[config.mk]
export PLATFORM = sky130hd
export DESIGN_NAME = ram_arbiter
export DESIGN_NICKNAME = d
export VERILOG_FILES = /design/src/rtl/ram_arbiter.sv
export SDC_FILE = /design/constraint.sdc
export NUM_CORES = 1
export LEC_CHECK = 0
export CORE_AREA = 3 3 84 86
export DETAILED_ROUTE_END_ITERATION = 10
export DIE_AREA = 0 0 87 89
export PLACE_DENSITY_LB_ADDON = 0.05
export SYNTH_ARGS = -nofsm -noshare
export SYNTH_HDL_FRONTEND = slang
export SYNTH_SLANG_ARGS = --single-unit
[constraint.sdc]
create_clock -name clk -period 4 [get_ports clk]
set_input_delay 0.8 -clock clk [delete_from_list [all_inputs] [get_ports clk]]
set_output_delay 0.8 -clock clk [all_outputs]
set_load 0.1 [all_outputs]
[src/rtl/ram_arbiter.sv]
// rtl/ram_arbiter.sv - two-port arbiter with lock for one single-port synchronous RAM
// Define RAM_ARB_ROUND_ROBIN_EN for round-robin contention; the default build is fixed priority to port 0.
module ram_arbiter #(
    parameter int data_length = 32,
    parameter int mem_length  = 32,
    localparam int AW = (mem_length > 1) ? $clog2(mem_length) : 1
) (
    input  logic                   clk,
    input  logic                   rst,

    input  logic                   m0_valid,
    output logic                   m0_ready,
    input  logic                   m0_we,
    input  logic                   m0_lock,
    input  logic [AW-1:0]          m0_addr,
    input  logic [data_length-1:0] m0_wdata,
    output logic                   m0_rvalid,
    output logic [data_length-1:0] m0_rdata,

    input  logic                   m1_valid,
    output logic                   m1_ready,
    input  logic                   m1_we,
    input  logic                   m1_lock,
    input  logic [AW-1:0]          m1_addr,
    input  logic [data_length-1:0] m1_wdata,
    output logic                   m1_rvalid,
    output logic [data_length-1:0] m1_rdata,

    output logic                   ram_we,
    output logic [AW-1:0]          ram_address,
    output logic [data_length-1:0] ram_write_data,
    input  logic [data_length-1:0] ram_return_data
);

    typedef enum logic [1:0] {
        OPEN  = 2'd0,
        LOCK0 = 2'd1,
        LOCK1 = 2'd2
    } state_t;

    state_t state_q, state_d;
    logic   rvalid0_q, rvalid0_d;
    logic   rvalid1_q, rvalid1_d;
    logic   gnt0, gnt1;

`ifdef RAM_ARB_ROUND_ROBIN_EN
    // Port that won the most recent transfer; contention goes to the other one.
    logic   last_grant_q, last_grant_d;
`endif

    // Nothing is granted while reset is held, so the RAM sees an idle bus.
    always_comb begin
        gnt0 = 1'b0;
        gnt1 = 1'b0;
        if (!rst) begin
            case (state_q)
                OPEN: begin
                    if (m0_valid && m1_valid) begin
`ifdef RAM_ARB_ROUND_ROBIN_EN
                        gnt0 = last_grant_q;
                        gnt1 = !last_grant_q;
`else
                        gnt0 = 1'b1;
`endif
                    end else begin
                        gnt0 = m0_valid;
                        gnt1 = m1_valid;
                    end
                end
                LOCK0:   gnt0 = m0_valid;
                LOCK1:   gnt1 = m1_valid;
                default: ;
            endcase
        end
    end

    always_comb begin
        state_d = state_q;
        case (state_q)
            OPEN: begin
                if (gnt0 && m0_lock)
                    state_d = LOCK0;
                else if (gnt1 && m1_lock)
                    state_d = LOCK1;
            end
            // An idle owner releases the lock so the other port cannot starve.
            LOCK0: if (!m0_valid || !m0_lock) state_d = OPEN;
            LOCK1: if (!m1_valid || !m1_lock) state_d = OPEN;
            default: state_d = OPEN;
        endcase
    end

    assign rvalid0_d = gnt0 && !m0_we;
    assign rvalid1_d = gnt1 && !m1_we;

`ifdef RAM_ARB_ROUND_ROBIN_EN
    always_comb begin
        last_grant_d = last_grant_q;
        if (gnt0)
            last_grant_d = 1'b0;
        else if (gnt1)
            last_grant_d = 1'b1;
    end
`endif

    always_ff @(posedge clk or posedge rst) begin
        if (rst) begin
            state_q      <= OPEN;
            rvalid0_q    <= 1'b0;
            rvalid1_q    <= 1'b0;
`ifdef RAM_ARB_ROUND_ROBIN_EN
            last_grant_q <= 1'b1;
`endif
        end else begin
            state_q      <= state_d;
            rvalid0_q    <= rvalid0_d;
            rvalid1_q    <= rvalid1_d;
`ifdef RAM_ARB_ROUND_ROBIN_EN
            last_grant_q <= last_grant_d;
`endif
        end
    end

    always_comb begin
        ram_we         = 1'b0;
        ram_address    = '0;
        ram_write_data = '0;
        if (gnt0) begin
            ram_we         = m0_we;
            ram_address    = m0_addr;
            ram_write_data = m0_wdata;
        end else if (gnt1) begin
            ram_we         = m1_we;
            ram_address    = m1_addr;
            ram_write_data = m1_wdata;
        end
    end

    assign m0_ready  = gnt0;
    assign m1_ready  = gnt1;
    assign m0_rvalid = rvalid0_q;
    assign m1_rvalid = rvalid1_q;
    assign m0_rdata  = ram_return_data;
    assign m1_rdata  = ram_return_data;

endmodule

==> metrics.md <==
| Metric | Value |
|---|---|
| Run status | `finished, final reports clean` |
| Async S/R FF share, synth | `1.000` |
| Post-CTS resize count | `0` |
| Largest net degree at the start of global routing | `45` |
| Crit Reg-Reg Endpoint | `m0_rvalid$_DFF_PP0_` |
| Worst slack at placement | `0.8074 ns` |
| R2R depth | `3` |
| Avg Inst Size Synth | `7.929 um2` |
| Vias in the first global route | `1,535` |
| Slew HR | `0.3516` |
| CTS buffer count | `3` |
| Most common cell in the netlist | `buf_4` |
| Cell taking the most area after synthesis | `buf_4` |
| Worst-margin pin slew | `0.9696 ns` |
| Vias post-DR | `1,441` |
| Setup CP Type | `in -> out` |
| Crit path DAT | `2.38 ns` |
| Seq/Total Area, Yosys | `0.07339` |
| Setup WS post-layout | `0.8197 ns` |
| Clk network pwr share | `0.139` |
| CTS H-tree lvls | `1` |
| Comb pwr share | `0.788` |
| Max_cap viols | `0` |
| VDD IR max | `0.1117 mV` |
| Final Instance Area | `2582 um2` |
| Rows | `29` |
| CP Data Required Time | `3.20 ns` |
| Clock buffer depth | `2` |
| Pwr/cell area | `230.4 nW/um2` |
| F_max | `0.3144 GHz` |
| Psw | `0.2925 mW` |
| GR Util All Layers | `0.1256` |
| Initial antenna violation count | `0` |
| Clock Tree Root | `clkbuf_8` |
| Reg clk slew, reported paths | `0.03 ns` |
| Net count, final | `337` |
| Gr ovfl total | `0` |
| Final setup fails | `0` |
| Most used flip-flop cell after synthesis | `dfrtp_1` |
| Top cell type's share of synthesized area | `0.3743` |
| Initial DRC count | `37` |
| Mapped cell area | `1364 um2` |
| Max-slew violations | `0` |
| CTS sink count | `4` |
| Core box area | `6350 um2` |
| Initial Utilization | `0.2148` |
| Register Area | `100.1 um2` |
| Pleak | `0.9710 nW` |
| Syn nets | `286` |
| Yosys reg bits | `4` |
| Hold Fails Final Rpt | `0` |
| Total power | `0.5951 mW` |
| Gpl congestion | `0.8262` |
| Finished Layout Cells | `298` |
| Unique masters post-synth | `13` |
| Crit start category | `input port` |
| Layout Utilization | `0.4067` |
| CTS tree | `done` |
| DP Wirelength | `3923 um` |
| RR Startpoint | `state_q[1]$_DFFE_PP0P_` |
| Number of flops mapped to enable cells by yosys | `0` |
| Ys Warns | `0` |
| Die area | `7743 um2` |
| FF-to-FF setup slack | `2.83 ns` |
| Critical Path Source | `m0_valid` |
| Post-CTS Hold Buffers | `0` |
| Pre-antenna DRT Iters | `4` |
| Routed wire length | `5210 um` |
| Setup Skew | `0.002761 ns` |
| Avg Vias per Cell | `4.836` |
| DP Area | `2541 um2` |
| Antenna diodes | `0` |
| Drt wl/cell | `17.48 um` |
| Worst hold slack | `0.5713 ns` |
| Placed cells | `295` |
| IO Count | `220` |
| Width of the die | `87 um` |
| Critical Path End Type | `primary output` |
| Antenna viol nets, final | `0` |
| Layout area overhead | `89.36%` |
| Power Internal | `0.3026 mW` |
| Footprint of the multi-input gates | `704.4 um2` |
| Share of cells above drive strength 1 | `0.2217` |
| Synth area leaders | `buf_4 (37%), a32o_1 (28%), nor2b_1 (18%)` |
| DIE HEIGHT | `89 um` |
| Switching Share | `0.4915` |
| Sequential Power Share | `0.073` |
| Hold crit path type | `reg -> reg` |
| CP max FO | `39` |
| Gate count of the mapped netlist | `172` |
| Critical path destination | `ram_write_data[8]` |
| RSZ-0062 raised after global routing | `false` |
| Drt drc | `0` |
| Fin crit share | `0.7951` |
| First-pass GRT wire length | `7748 um` |
| Port Buf Inserts | `123` |
| Worst-Skew Late Latency | `0.21 ns` |
| Layout filler cell count | `607` |
| Min Tclk post-route | `3.180 ns` |
| Setup TNS Final | `0 ns` |
| Top cells by count, synth | `buf_4 (68), nor2b_1 (40), a32o_1 (38)` |
| Postcts setup bufs | `0` |
-- worst min-delay path by stage --
stage | startpoint | end | slack [ns] | depth (start not counted)
4_1_cts | state_q[0]$_DFFE_PP0P_ | state_q[0]$_DFFE_PP0P_ | 0.58 | 1
3_3_place_gp | state_q[0]$_DFFE_PP0P_ | state_q[0]$_DFFE_PP0P_ | 0.55 | 1
2_1_floorplan | state_q[0]$_DFFE_PP0P_ | state_q[0]$_DFFE_PP0P_ | 0.51 | 1
6_report | state_q[0]$_DFFE_PP0P_ | state_q[0]$_DFFE_PP0P_ | 0.57 | 1
5_1_grt | state_q[0]$_DFFE_PP0P_ | state_q[0]$_DFFE_PP0P_ | 0.60 | 1
3_5_place_dp | state_q[0]$_DFFE_PP0P_ | state_q[0]$_DFFE_PP0P_ | 0.57 | 1
-- power by group through the flow --
| stage | Clock (mW) | Combinational [mW] | Sequential (mW) |
|---|---|---|---|
| after floorplan | 0 | 0.560 | 0.0484 |
| after global placement | 0 | 0.470 | 0.0437 |
| after detailed placement | 0 | 0.472 | 0.0438 |
| after CTS | 0.0859 | 0.473 | 0.0434 |
| after global routing | 0.0882 | 0.487 | 0.0435 |
| final | 0.0827 | 0.469 | 0.0434 |
-- worst max-delay path, stage by stage --
cell and delay, ns:
clkdlybuf4s50_1 0.51, nor3b_4 0.18, buf_4 0.43, a32o_1 0.25
buf_12 0.19
-- metal layers --
| layer | GRT usage | vias up | wire, um |
|---|---|---|---|
| li1 | - | 657 | - |
| met1 | 0.1423 | 636 | 1916 |
| met2 | 0.2153 | 118 | 2504 |
| met3 | 0.04332 | 30 | 636 |
| met4 | 0.05241 | 0 | 153 |
| met5 | 0 | - | 0 |
-- state kept, by name, indices dropped and copies added (netlist names) --
name / cells
m0_rvalid: 1
m1_rvalid: 1
state_q: 2
-- placed cells by master (no fill, tap or decap) --
cell type         n
inv_1             1
a32o_1           38
nor4_1            1
clkbuf_8          3
buf_2             1
nor2_1            1
dfrtp_1           4
nor3_1            2
buf_12           39
nand2b_1          2
o211a_1           2
nor2b_2           1
buf_4             4
clkdlybuf4s50_1  82
nor3b_4           1
nor2b_1          39
-- logic make-up (layout without fill, tap and decap cells) --
logic type	count (synthesis)	count (layout)	share of synthesized area
DFF	4	4	0.07340
and+or+nand+nor	47	47	0.2165
buffers and inverters	81	130	0.4165
AOI/OAI and AO/OA	40	40	0.2936
-- layout make-up --
type | instances | area share
Inverter | 1 | 0.001453
Timing Repair Buffer | 126 | 0.6337
Clock buffer | 3 | 0.01599
Tap cell | 77 | 0.03731
Multi-Input combinational cell | 87 | 0.2728
Sequential cell | 4 | 0.03876
Power figures use the tool's default switching activity.
